===== config.mk =====
export PLATFORM = sky130hd
export DESIGN_NAME = muldiv_unit_flat
export DESIGN_NICKNAME = d
export VERILOG_FILES = /design/src/rtl/muldiv_pkg.sv /design/src/rtl/muldiv_if.sv /design/src/rtl/muldiv_step.sv /design/src/rtl/muldiv_unit.sv /design/src/flat_wrapper.sv
export SDC_FILE = /design/constraint.sdc
export NUM_CORES = 1
export LEC_CHECK = 0
export ABC_AREA = 1
export ABC_CLOCK_PERIOD_IN_PS = 3400
export CELL_PAD_IN_SITES_DETAIL_PLACEMENT = 2
export CELL_PAD_IN_SITES_GLOBAL_PLACEMENT = 2
export CORE_MARGIN = 5
export CORE_UTILIZATION = 31
export DETAILED_ROUTE_END_ITERATION = 10
export PLACE_DENSITY = 0.86
export SLEW_MARGIN = 25
export SYNTH_ARGS = -nofsm -noshare
export SYNTH_HDL_FRONTEND = slang
export SYNTH_HIERARCHICAL = 1
export SYNTH_SLANG_ARGS = --single-unit

===== constraint.sdc =====
create_clock -name clk -period 3.4 [get_ports clk]
set_clock_uncertainty 0.05 [all_clocks]
set_input_delay 0.85 -clock clk [delete_from_list [all_inputs] [get_ports clk]]
set_output_delay 0.85 -clock clk [all_outputs]
set_load 0.03 [all_outputs]

===== src/rtl/muldiv_pkg.sv =====
// Shared types and constants for the iterative HI/LO multiply/divide unit.
// Latency: none (package only).
// Backpressure: none (package only).
//
// Contents:
//   MD_WIDTH    default operand / HI / LO width
//   CNT_W       iteration counter width
//   op_e        operation codes issued by the decoder
//   state_e     sequencer states
//   is_iter_op  true for the four operations that use the iterative datapath
package muldiv_pkg;

    localparam int MD_WIDTH = 32;
    localparam int CNT_W    = $clog2(MD_WIDTH);

    typedef enum logic [2:0] {
        MULT  = 3'd0,
        MULTU = 3'd1,
        DIV   = 3'd2,
        DIVU  = 3'd3,
        MTHI  = 3'd4,
        MTLO  = 3'd5
    } op_e;

    typedef enum logic [1:0] {
        IDLE = 2'd0,
        RUN  = 2'd1,
        FIX  = 2'd2
    } state_e;

    // Codes 0..3 are the multi-cycle operations; 4/5 are the moves and 6/7 are reserved.
    function automatic logic is_iter_op(input logic [2:0] op);
        return (op == MULT) || (op == MULTU) || (op == DIV) || (op == DIVU);
    endfunction

endpackage


===== src/rtl/muldiv_if.sv =====
// Decoder <-> multiply/divide unit bundle: request side plus HI/LO/status readback.
// Latency: none (wires only).
// Backpressure: none in the bundle; the decoder stalls itself while busy is high.
//
// Signals:
//   start  request strobe; op/a/b are sampled on the same clock edge
//   op     operation code (muldiv_pkg::op_e encoding)
//   a, b   operands rs / rt
//   busy   iterative operation in progress
//   done   one-cycle pulse after HI/LO were written by a multiply or divide
//   hi, lo architectural HI / LO registers
interface muldiv_if #(
    parameter int WIDTH = 32
) ();

    logic             start;
    logic [2:0]       op;
    logic [WIDTH-1:0] a;
    logic [WIDTH-1:0] b;
    logic             busy;
    logic             done;
    logic [WIDTH-1:0] hi;
    logic [WIDTH-1:0] lo;

    // Decoder side.
    modport master (
        output start, op, a, b,
        input  busy, done, hi, lo
    );

    // Multiply/divide unit side.
    modport slave (
        input  start, op, a, b,
        output busy, done, hi, lo
    );

endinterface


===== src/rtl/muldiv_step.sv =====
// One combinational iteration: shift-add multiply step or restoring-divide step.
// Latency: combinational.
// Backpressure: none; the caller decides when to register the result.
//
// Ports:
//   is_div_i  0 = multiply step, 1 = divide step
//   acc_i     accumulator {upper, lower} (2*WIDTH bits)
//   opnd_i    multiplicand (multiply) or divisor (divide), magnitude
//   acc_o     accumulator after this iteration
module muldiv_step
    import muldiv_pkg::*;
#(
    parameter int WIDTH = MD_WIDTH
) (
    input  logic               is_div_i,
    input  logic [2*WIDTH-1:0] acc_i,
    input  logic [WIDTH-1:0]   opnd_i,
    output logic [2*WIDTH-1:0] acc_o
);

    logic [WIDTH:0]   sum;
    logic [WIDTH:0]   shifted_rem;
    logic             rem_ge;
    logic [WIDTH-1:0] rem_sub;

    always_comb begin
        // Multiply: upper half accumulates the product, lower half holds the
        // not-yet-consumed multiplier bits. The carry out of the add becomes the
        // new top bit as the whole accumulator shifts right.
        sum = {1'b0, acc_i[2*WIDTH-1:WIDTH]} + (acc_i[0] ? {1'b0, opnd_i} : '0);

        // Divide: upper half is the partial remainder, lower half the dividend
        // bits still to shift in (MSB first) with quotient bits filling from the
        // bottom. The shifted remainder is WIDTH+1 bits wide; when it is not
        // smaller than the divisor the difference fits in WIDTH bits, so modular
        // subtraction on the low WIDTH bits is exact.
        shifted_rem = acc_i[2*WIDTH-1:WIDTH-1];
        rem_ge      = shifted_rem >= {1'b0, opnd_i};
        rem_sub     = acc_i[2*WIDTH-2:WIDTH-1] - opnd_i;

        acc_o = {sum, acc_i[WIDTH-1:1]};
        if (is_div_i) begin
            if (rem_ge) begin
                acc_o = {rem_sub, acc_i[WIDTH-2:0], 1'b1};
            end else begin
                acc_o = {acc_i[2*WIDTH-2:0], 1'b0};
            end
        end
    end

endmodule


===== src/rtl/muldiv_unit.sv =====
// Iterative HI/LO multiply/divide unit (MULT/MULTU/DIV/DIVU over WIDTH steps, plus MTHI/MTLO).
// Latency: HI/LO written and done pulsed WIDTH+1 edges after the start edge; moves take one edge.
// Backpressure: none; any start while busy is dropped, so the decoder must stall on busy.
//
// Ports:
//   clk   clock, all state on the rising edge
//   rst   synchronous active-low reset
//   bus   muldiv_if slave: start/op/a/b in, busy/done/hi/lo out
// WIDTH must match muldiv_pkg::MD_WIDTH, since the iteration counter is CNT_W bits wide.
module muldiv_unit
    import muldiv_pkg::*;
#(
    parameter int WIDTH = MD_WIDTH
) (
    input  logic     clk,
    input  logic     rst,
    muldiv_if.slave  bus
);

    state_e             state_q;
    logic [CNT_W-1:0]   cnt_q;
    logic [2*WIDTH-1:0] acc_q;
    logic [2*WIDTH-1:0] acc_d;
    logic [WIDTH-1:0]   opnd_q;
    logic               is_div_q;
    logic               neg_lo_q;
    logic               neg_hi_q;
    logic [WIDTH-1:0]   hi_q;
    logic [WIDTH-1:0]   lo_q;
    logic               busy_q;
    logic               done_q;

    // Request decode (only meaningful on an accepted start).
    logic               req_signed;
    logic               req_div;
    logic               sgn_a;
    logic               sgn_b;
    logic [WIDTH-1:0]   abs_a;
    logic [WIDTH-1:0]   abs_b;
    logic               div_zero;

    // Fix-up results.
    logic [2*WIDTH-1:0] prod_fix;
    logic [WIDTH-1:0]   quo_fix;
    logic [WIDTH-1:0]   rem_fix;

    muldiv_step #(
        .WIDTH (WIDTH)
    ) u_step (
        .is_div_i (is_div_q),
        .acc_i    (acc_q),
        .opnd_i   (opnd_q),
        .acc_o    (acc_d)
    );

    always_comb begin
        req_signed = (bus.op == MULT) || (bus.op == DIV);
        req_div    = (bus.op == DIV)  || (bus.op == DIVU);
        sgn_a      = req_signed & bus.a[WIDTH-1];
        sgn_b      = req_signed & bus.b[WIDTH-1];
        abs_a      = sgn_a ? (~bus.a + 1'b1) : bus.a;
        abs_b      = sgn_b ? (~bus.b + 1'b1) : bus.b;
        div_zero   = (bus.b == '0);

        prod_fix = neg_lo_q ? (~acc_q + 1'b1) : acc_q;
        quo_fix  = neg_lo_q ? (~acc_q[WIDTH-1:0] + 1'b1) : acc_q[WIDTH-1:0];
        rem_fix  = neg_hi_q ? (~acc_q[2*WIDTH-1:WIDTH] + 1'b1) : acc_q[2*WIDTH-1:WIDTH];
    end

    always_ff @(posedge clk) begin
        if (!rst) begin
            state_q  <= IDLE;
            cnt_q    <= '0;
            acc_q    <= '0;
            opnd_q   <= '0;
            is_div_q <= 1'b0;
            neg_lo_q <= 1'b0;
            neg_hi_q <= 1'b0;
            hi_q     <= '0;
            lo_q     <= '0;
            busy_q   <= 1'b0;
            done_q   <= 1'b0;
        end else begin
            done_q <= 1'b0;
            unique case (state_q)
                IDLE: begin
                    if (bus.start) begin
                        if (is_iter_op(bus.op)) begin
                            // Both datapaths start from {0, |a|} with |b| as the
                            // step operand: multiplier / dividend in the low half.
                            acc_q    <= {{WIDTH{1'b0}}, abs_a};
                            opnd_q   <= abs_b;
                            is_div_q <= req_div;
                            // A divide by zero keeps the all-ones quotient even for
                            // signed operands, so suppress quotient negation there.
                            neg_lo_q <= (sgn_a ^ sgn_b) & ~(req_div & div_zero);
                            // Remainder follows the dividend's sign; the product
                            // uses neg_lo_q only.
                            neg_hi_q <= sgn_a;
                            cnt_q    <= '0;
                            busy_q   <= 1'b1;
                            state_q  <= RUN;
                        end else if (bus.op == MTHI) begin
                            hi_q <= bus.a;
                        end else if (bus.op == MTLO) begin
                            lo_q <= bus.a;
                        end
                    end
                end
                RUN: begin
                    acc_q <= acc_d;
                    if (cnt_q == CNT_W'(WIDTH - 1)) begin
                        cnt_q   <= '0;
                        state_q <= FIX;
                    end else begin
                        cnt_q <= cnt_q + 1'b1;
                    end
                end
                FIX: begin
                    if (is_div_q) begin
                        lo_q <= quo_fix;
                        hi_q <= rem_fix;
                    end else begin
                        lo_q <= prod_fix[WIDTH-1:0];
                        hi_q <= prod_fix[2*WIDTH-1:WIDTH];
                    end
                    busy_q  <= 1'b0;
                    done_q  <= 1'b1;
                    state_q <= IDLE;
                end
                default: begin
                    busy_q  <= 1'b0;
                    state_q <= IDLE;
                end
            endcase
        end
    end

    assign bus.busy = busy_q;
    assign bus.done = done_q;
    assign bus.hi   = hi_q;
    assign bus.lo   = lo_q;

endmodule


===== src/flat_wrapper.sv =====
// flat-port wrapper written by rule: the top's interface ports become plain ports
module muldiv_unit_flat import muldiv_pkg::*;
#(
    parameter int WIDTH = MD_WIDTH
)
  (clk, rst, bus_start, bus_op, bus_a, bus_b, bus_busy, bus_done, bus_hi, bus_lo);
  muldiv_if #(.WIDTH(WIDTH)) bus_i ();
  input  logic clk;
  input  logic rst;
  input wire logic [$bits(bus_i.start)-1:0] bus_start;
  input wire logic [$bits(bus_i.op)-1:0] bus_op;
  input wire logic [$bits(bus_i.a)-1:0] bus_a;
  input wire logic [$bits(bus_i.b)-1:0] bus_b;
  output wire logic [$bits(bus_i.busy)-1:0] bus_busy;
  output wire logic [$bits(bus_i.done)-1:0] bus_done;
  output wire logic [$bits(bus_i.hi)-1:0] bus_hi;
  output wire logic [$bits(bus_i.lo)-1:0] bus_lo;
  assign bus_i.start = bus_start;
  assign bus_i.op = bus_op;
  assign bus_i.a = bus_a;
  assign bus_i.b = bus_b;
  assign bus_busy = bus_i.busy;
  assign bus_done = bus_i.done;
  assign bus_hi = bus_i.hi;
  assign bus_lo = bus_i.lo;
  muldiv_unit #(.WIDTH(WIDTH)) u_core (.clk(clk), .rst(rst), .bus(bus_i));
endmodule

==> summary.txt <==
Yosys
  • Post-Syn Area: roughly 18,000 µm²
  • Number of enable flip-flop cells after synthesis: 0
  • Cell count after synthesis: 3,202
  • Yosys warns: 6
  • Post-synthesis register bit count: around 170
  • Cell variety after synth: 47
  • Sequential fraction of the synthesis area: between 10% and 20%
  • Post-synthesis async set-or-reset flop share: 0%
  • Syn_area_per_cell: approximately 5.5 µm²
  • Mapped Nets: between 3,000 and 4,000
  • Most used DFF post-synth: dfxtp_1

Detailed routing
  • Vias per cell: roughly 5.5
  • DR vias: 22,560
  • Drt first pass iters: 6
  • ANT nets after route: 0
  • WL/cell: about 24 µm
  • Starting DRC count in detailed routing: 1,388
  • # DRC: 0
  • WL final: 99,680 µm

Pwr
  • VDD IR-drop max: approximately 0.42 mV
  • Cell Pwr Density: approximately 340 nW/µm²
  • Leak: 10.14 nW
  • Total power: 6.982 mW

Timing
  • Slew headroom: roughly a third
  • Min Hold Slack: approximately 0.43 ns
  • Endpoints failing setup: 0
  • Final Hold Viols: 0
  • RSZ-0062 raised after global routing: false
  • Post-route setup slack: a little under 0.3 ns
  • FMAX: around 0.32 GHz
  • Tcrit/Tclk final: ~91%
  • Max-slew violations: 0
  • Tightest Pin Transition: 1.014 ns
  • Setup tns final: 0 ns
  • Minimum clock period: 3.104 ns

CTS
  • Reg clk slew, reported paths: 0.08 ns
  • CTS root buffer: clkbuf_16
  • Worst-Skew Late Latency: 0.51 ns
  • Total CTS buffers: 17
  • CTS Sinks: between 150 and 200
  • Clock tree from TritonCTS: built
  • Max clock buf depth: 2
  • H-tree levels: 4
  • CTS Hold Bufs: 0
  • CTS resizes: 0
  • Postcts setup bufs: 0

Place
  • Pre-CTS WS: 0.02602 ns
  • Final GP Congestion: ~0.99
  • Placed Area: between 20,000 and 25,000 µm²
  • Port buffer count: 135
  • Hpwl dp: 81,020 µm
  • Placed insts: ~4,000

Worst setup path
  • Crit end category: flip-flop
  • Crit Path Category: flip-flop to flip-flop
  • Slowest stage delay, CP: between 0.4 and 0.5 ns
  • Worst Path Arrival: 3.45 ns
  • Critical path buffers and inverters: 2
  • Family with the most delay on the worst path: simple AND/OR/NAND/NOR gates
  • Slowest cell on crit path: dfxtp_1
  • Crit path cell chain: buf_4 > nand2_1 > inv_1 > ha_1 > a21oi_1 > o21ai_0 > a21oi_1 > nand3_1 > or2_2 > nand3_1 > nand2_1 > nand2_1 > a21oi_1
  • Data required, critical path: roughly 3.7 ns
  • Crit path launch type: flip-flop
  • CP Max Fanout: 14

Min path
  • HP Class: flip-flop to flip-flop

Final layout
  • Antenna diodes: 0
  • Post-route cell area: roughly 21,000 µm²
  • Final nets: around 3,500
  • Layout Cells excl Fill: 4,107
  • Layout cells sized above 1: between 6 and 7%
  • Fin util: 36.92%
  • P&R area growth vs syn: 18.44%

Floorplanning
  • Height of the die: ~250 µm
  • Initial Utilization: 31.17%
  • Die W: 247.7 µm
  • Die area: 61,340 µm²
  • Core ar.: about 56,000 µm²
  • Site row count: between 80 and 90
  • I/O pins: around 140

Global route
  • Wire length of the first global-routing pass: roughly 150,000 µm
  • Vias in the first global route: 24,080
  • Pin count of the biggest net entering global routing: between 90 and 100
  • Grt total ovfl: 0
  • Initial antenna violation count: 0
  • GRT Overall Usage: a little under a third

Job
  • Max-cap violations: 0

Outcome
  • Status: finished, final reports clean
synth_stat cells, types with 12 or more instances:
| library cell | count | area (µm²) |
|---|---|---|
| nand2_1 | 984 | 3694 |
| nor2_1 | 417 | 1565 |
| inv_1 | 386 | 1449 |
| nand3_1 | 286 | 1431 |
| a21oi_1 | 235 | 1176 |
| o21ai_0 | 215 | 1076 |
| dfxtp_1 | 172 | 3443 |
| clkbuf_1 | 85 | 319.1 |
| ha_1 | 70 | 875.8 |
| nand3b_1 | 38 | 285.3 |
| nand4_1 | 33 | 206.5 |
| xor2_1 | 33 | 289.0 |
| o211ai_1 | 29 | 217.7 |
| inv_2 | 23 | 86.33 |
| nor3_1 | 23 | 115.1 |
| or2_2 | 22 | 137.6 |
| xnor2_1 | 22 | 192.7 |
| buf_2 | 20 | 100.1 |
| nor2_2 | 15 | 93.84 |
| nand2_2 | 12 | 75.07 |
cell families after synthesis:
family | count (synthesis) | synth area share, %
and+or+nand+nor | 1848 | 44.47
AOI/OAI and AO/OA | 531 | 16.23
buffers and inverters | 524 | 11.65
adders and majority gates | 72 | 5.231
xor gates and xnor gates | 55 | 2.751
DFF | 172 | 19.67
worst min-delay path, cell delays in order, from the launching register on:
cell and delay (ns):
dfxtp_1 0.32, nand2_1 0.06, a21oi_1 0.05
layout by cell type, fill, tap and decap left out, drive strengths merged, types with 3 or more instances in the layout:
cell type	n
ha	70
a21oi	239
bufinv	3
buf	96
clkinv	5
a31oi	7
or2	22
nor4	4
xnor2	22
and2	5
nand4	33
o211ai	29
nor3	24
clkdlybuf4s50	134
nor2	434
nand3	288
o21ai	225
o221ai	7
xor2	33
dfxtp	172
clkbuf	19
o21a	4
o21bai	10
a21o	6
inv	414
nand2	998
nand3b	38
power by group:
part           total [mW]  internal (mW)  switching (mW)
combinational        2.46          0.752            1.71
clock                2.25           1.19            1.06
sequential           2.27           2.12           0.146
path summary, 6_finish.rpt:
path                                 startpoint                            end  slack, ns  depth (start not counted)
setup / recovery   u_core/acc_q[0]$_SDFFE_PN0P_  u_core/acc_q[49]$_SDFFE_PN0P_       0.30                         13
setup reg to reg   u_core/acc_q[0]$_SDFFE_PN0P_  u_core/acc_q[49]$_SDFFE_PN0P_       0.30                         13
hold reg to reg   u_core/bus.lo[2]$_SDFFE_PN0P_  u_core/bus.lo[2]$_SDFFE_PN0P_       0.43                          2
hold / removal    u_core/bus.lo[2]$_SDFFE_PN0P_  u_core/bus.lo[2]$_SDFFE_PN0P_       0.43                          2
per-layer routing:
metal  wire length (µm)  track usage (%)  vias to the layer above
met5                  0                0                        -
met4               5472            16.12                        0
met3               3454            2.746                      179
met2              49200            56.37                      552
met1              41550            37.97                    11300
li1                   -                -                    10520
sequential cells by signal, indices dropped and copies added, names as in the netlist:
| signal | flops |
|---|---|
| u_core/state_q | 2 |
| u_core/neg_hi_q | 1 |
| u_core/neg_lo_q | 1 |
| u_core/opnd_q | 32 |
| u_core/bus.lo | 32 |
| u_core/bus.done | 1 |
| u_core/bus.busy | 1 |
| u_core/is_div_q | 1 |
| u_core/cnt_q | 5 |
| u_core/acc_q | 64 |
| u_core/bus.hi | 32 |
cell type report:
class                      count  area, µm²
fill                        7305      35430
timing repair buffer         230       2135
clock buffer                  19      442.9
multi-input combinational   2506      12050
tap                          756      945.9
clock inverter                13      178.9
inverter                     411       1543
sequential                   172       3446
(Power assumes the default switching activity.)
